==> config.mk <==
export PLATFORM = sky130hd
export DESIGN_NAME = xor_descrambler_64
export DESIGN_NICKNAME = d
export VERILOG_FILES = /design/src/rtl/xor_descrambler_64.sv
export SDC_FILE = /design/constraint.sdc
export NUM_CORES = 1
export LEC_CHECK = 0
export BUFFER_PORTS_ARGS = -buffer_cell sky130_fd_sc_hd__clkbuf_2
export CAP_MARGIN = 20
export CORE_MARGIN = 10
export CORE_UTILIZATION = 49
export CTS_BUF_LIST = sky130_fd_sc_hd__clkbuf_4
export CTS_CLUSTER_SIZE = 14
export DETAILED_ROUTE_END_ITERATION = 7
export GPL_ROUTABILITY_DRIVEN = 1
export PLACE_DENSITY = 0.82
export SLEW_MARGIN = 20
export SYNTH_ARGS = -nofsm -noshare
export SYNTH_HDL_FRONTEND = slang
export SYNTH_SLANG_ARGS = --single-unit
==> constraint.sdc <==
create_clock -name clk -period 2.1 [get_ports clk]
set_clock_uncertainty 0.1 [all_clocks]
set_input_delay 0.105 -clock clk [delete_from_list [all_inputs] [get_ports clk]]
set_output_delay 0.105 -clock clk [all_outputs]
set_load 0.1 [all_outputs]
==> src/rtl/xor_descrambler_64.sv <==
// xor_descrambler_64
//   Receive-side descrambler for the 64-bit additive XOR scrambling path.
//   Each accepted scrambled word is XORed with the current LFSR keystream
//   value. The LFSR then steps once, and the plaintext is registered into a
//   single valid/ready output stage.
//
//   Ports
//     clk        rising-edge clock
//     reset_n    asynchronous active-low reset
//     seed_load  load seed_val into the LFSR (a zero seed maps to DEFAULT_SEED)
//     seed_val   new LFSR seed
//     in_valid   scrambled word available
//     in_data    scrambled word
//     in_ready   word accepted this cycle when in_valid is also high
//     out_valid  output register holds a word
//     out_data   descrambled word
//     out_ready  consumer takes out_data this cycle
//     word_cnt   words accepted since reset or the last seed load
//     out_par    (XDESCR_PARITY_EN) even parity of out_data[62:0]
//     par_err    (XDESCR_PARITY_EN) out_valid and parity disagrees with bit 63
//
//   Build option: define XDESCR_PARITY_EN to add the out_par/par_err outputs.
module xor_descrambler_64 #(
    parameter logic [63:0] DEFAULT_SEED = 64'h0000_0000_0000_0001,
    parameter int          CNT_W        = 32
) (
    input  logic             clk,
    input  logic             reset_n,
    input  logic             seed_load,
    input  logic [63:0]      seed_val,
    input  logic             in_valid,
    input  logic [63:0]      in_data,
    output logic             in_ready,
    output logic             out_valid,
    output logic [63:0]      out_data,
    input  logic             out_ready,
    output logic [CNT_W-1:0] word_cnt
`ifdef XDESCR_PARITY_EN
    ,
    output logic             out_par,
    output logic             par_err
`endif
);

    typedef enum logic {SEEDED, LOADING} state_t;

    state_t      state;
    logic [63:0] lfsr;
    logic [63:0] lfsr_next;
    logic [63:0] plain;
    logic        fb;
    logic        accept;

    // The cycle that carries seed_load and the cycle after it both block
    // input. This keeps every word on one keystream. The output stage can
    // still drain during those cycles.
    assign in_ready  = (state == SEEDED) & ~seed_load & (~out_valid | out_ready);
    assign accept    = in_valid & in_ready;

    // Fibonacci LFSR with taps 64,63,61,60
    assign fb        = lfsr[63] ^ lfsr[62] ^ lfsr[60] ^ lfsr[59];
    assign lfsr_next = {lfsr[62:0], fb};
    assign plain     = in_data ^ lfsr;

    always_ff @(posedge clk or negedge reset_n) begin
        if (!reset_n) begin
            state     <= SEEDED;
            lfsr      <= DEFAULT_SEED;
            word_cnt  <= '0;
            out_valid <= 1'b0;
            out_data  <= '0;
        end else begin
            state <= (state == SEEDED && seed_load) ? LOADING : SEEDED;

            // A load takes priority. in_ready is low, so no accept can collide.
            if (seed_load) begin
                lfsr     <= (seed_val == 64'h0) ? DEFAULT_SEED : seed_val;
                word_cnt <= '0;
            end else if (accept) begin
                lfsr     <= lfsr_next;
                word_cnt <= word_cnt + CNT_W'(1);
            end

            if (accept) begin
                out_data  <= plain;
                out_valid <= 1'b1;
            end else if (out_ready) begin
                out_valid <= 1'b0;
            end
        end
    end

`ifdef XDESCR_PARITY_EN
    logic plain_par;
    assign plain_par = ^plain[62:0];

    always_ff @(posedge clk or negedge reset_n) begin
        if (!reset_n) begin
            out_par <= 1'b0;
            par_err <= 1'b0;
        end else if (accept) begin
            out_par <= plain_par;
            par_err <= plain_par ^ plain[63];
        end else if (out_ready) begin
            // par_err is qualified by out_valid, so it drops with it.
            par_err <= 1'b0;
        end
    end
`endif

endmodule

==> qor.txt <==
Area of the mapped netlist = 0.00763 mm²
Post-synth EDFFs = 0
Crit share post-route = 93.9%
Crit-path cells = dlygate4sd3_1 -> clkbuf_2 -> nor4_1 -> nand4_1 -> nor4_1 -> nor3b_1 -> dlygate4sd3_1 -> nor2_1
Leakage = 4.89 nW
Largest net degree at the start of global routing = 161
Synth area leader = dfrtp_1
Setup TNS = 0 ns
Post-synth ARST share = 100%
Grt total ovfl = 0
Detailed Routing Iterations Pass 1 = 5
Worst VDD drop = 0.756 mV
Initial Util = 50.2%
# IOs = 231
Crit-path max FO = 2
Avg Cell Area, Syn = 10.1 µm²
Most common cell in the netlist = dfrtp_1
Share of cells above drive strength 1 = 28.5%
First-pass GRT wire length = 40200 µm
Final Max Slew Viols = 0
Final net count = 1246
FMAX = 507 MHz
Req. time, crit path = 2.50 ns
Met2 global-route usage = 41.9%
CP endpoint kind = flop
CTS H-tree lvls = 4
Setup Crit Path Kind = input pin to flop
Max clock buf depth = 2
Clock tree from TritonCTS = done
Max stage delay cell, worst path = dlygate4sd3_1
Worst Setup Start Kind = input pin
Initial antenna violation count = 6
Row count = 45
Detailed Place HPWL = 16000 µm
# setup viols final = 0
IO buf count = 230
Die area = 0.0210 mm²
Top cell family by delay on the critical path = buffers and inverters
Vias per cell = 5.48
Final hold violations = 0
DR vias = 7240
Top cells by area, synth = dfrtp_1 53%, mux2i_1 8.4%, xnor2_1 8.4%
CP max stage delay = 0.56 ns
Min Tclk post-route = 1.97 ns
Outcome = complete, no violations
Routability cong. = 0.855
Clock sinks = 162
Register area share after synthesis = 53.2%
Slew HR = 58.3%
Max-cap violations = 0
GRT met3 Usage = 6.98%
Global routing's busiest layer = met2
Worst hold path type = input pin to flop
Yosys reg bits = 162
Library cells used by synthesis = 40
Syn nets = 889
CTS Buf Count = 17
Tightest Pin Transition = 0.625 ns
Critical Path AT = 2.37 ns
DRT Wirelength = 25900 µm
Post-synth top area share = 52.8%
Commonest cells post-synth = 161 x dfrtp_1, 143 x nand2_1, 108 x o21ai_0, 73 x xnor2_1, 64 x mux2i_1
RSZ-0062 raised after global routing = false
Synth Warn # = 0
Clock transition at path regs = 0.13 ns
Vias in the first global route = 7493
Area grow syn2layout = 41.1%
Tot GR Track Use = 24.6%
Placeable Area = 0.0152 mm²
Die X-Extent = 145 µm
Pwr dens = 895 mW/mm²
Clock Latency Late Sink = 0.57 ns
Post-synth top flop = dfrtp_1
CP bufs+invs = 3
R2r setup slk = 0.15 ns
CTS Root Cell = clkbuf_4
Detailed Route Iter0 Violations = 558
Die height = 145 µm
Layout Cells excl Fill = 1320
GR Util met1 = 27.3%
Synth Instances = 755
DRC = 0
Placed cell count = 1144
Drt wl/cell = 19.6 µm
Antenna Nets Post-Route = 0
==> routing by layer <==
layer,vias to the layer above,wire [µm]
li1,3305,-
met1,3492,9570
met2,347,13100
met3,96,1890
met4,0,1310
met5,-,0
==> cell usage in the layout, fill, tap and decap left out, types with 2 or more instances in the layout <==
cell type	n
mux2i_1	64
or3_1	2
dlygate4sd3_1	134
nor3_1	5
dfrtp_2	15
o21ai_0	108
nor2b_1	3
and3_1	3
nand2b_1	2
clkbuf_2	227
xor2_1	18
dfrtp_4	13
clkinv_4	3
clkinvlp_4	6
mux2_1	2
a21oi_1	3
dfrtp_1	133
clkinv_2	2
diode_2	7
buf_12	7
nand4_2	2
and4_1	3
nand3b_1	2
clkbuf_4	20
nand2_1	143
xnor2_1	73
nor4_1	16
nand3_1	12
buf_4	10
o21ai_1	22
nand4_1	17
nor2_1	32
nor4_2	4
==> timing repair <==
| action | in CTS | in global routing |
|---|---|---|
| hold buffers | 134 | 0 |
| hold endpoints to repair | 300 | 0 |
| buffers inserted | 0 | 3 |
| endpoints found under the setup margin | 1 | 2 |
| gates resized for setup | 1 | 2 |
| pin swaps | 0 | 1 |
==> area by class of cell <==
class / instances / area, µm²
diodes: 7 / 17.5
clock buffers: 19 / 143
clock inverters: 13 / 115
fillers: 1075 / 4440
multi-input cells: 551 / 3420
flip-flops and latches: 162 / 4120
well taps: 188 / 235
repair buffers: 380 / 2710
==> report_power, final <==
part / internal [W] / switching, W / total (W)
Combinational: 0.000840 / 0.00314 / 0.00398
Sequential: 0.00356 / 0.000362 / 0.00392
Clock: 0.000606 / 0.00113 / 0.00174
==> cell families after synthesis <==
logic type      Yosys count  synth area share, %
flops                   162                 53.2
mux                      66                 8.69
xor+xnor                 91                 10.4
buf+inv                  42                 2.46
compound gates          134                 8.83
fa+ha+maj                 1                0.164
simple gates            259                 16.2
==> worst min-delay path, cell delays in order <==
cell,delay [ns]
dlygate4sd3_1,0.53
buf_4,0.15
nor2_1,0.05
==> metrics by stage <==
stage | utilization [%] | setup slack, ns | hold WS (ns) | total power (W) | instance area (µm²)
final | 70.8 | 0.128 | 0.200 | 0.00964 | 10800
after global routing | 70.8 | 0.0553 | 0.157 | 0.0100 | 10800
after CTS | 70.4 | 0.103 | 0.152 | 0.00955 | 10700
after detailed placement | 59.8 | 0.168 | 0.00517 | 0.00764 | 9090
after global placement | 59.8 | 0.215 | 0.00105 | 0.00757 | 9090
after floorplan | - | 0.00450 | -0.291 | 0.00681 | 7700
==> sequential cells by signal, indices dropped and copies added (netlist names) <==
name       cells
out_valid      1
lfsr          64
word_cnt      32
state          1
out_data      64
==> path summary, 6_finish.rpt <==
kind,start,end,depth (start not counted)
worst max register to register,state$_DFF_PN0_,word_cnt[27]$_DFFE_PN0P_,6
worst min-delay path,seed_load,word_cnt[14]$_DFFE_PN0P_,3
worst min register to register,state$_DFF_PN0_,state$_DFF_PN0_,1
max in group asynchronous,reset_n,lfsr[0]$_DFFE_PN1P_,4
min in group asynchronous,reset_n,out_data[53]$_DFFE_PN0P_,3
worst max-delay path,seed_val[35],lfsr[0]$_DFFE_PN1P_,8
Note: power is estimated with default switching activity, not from simulation.
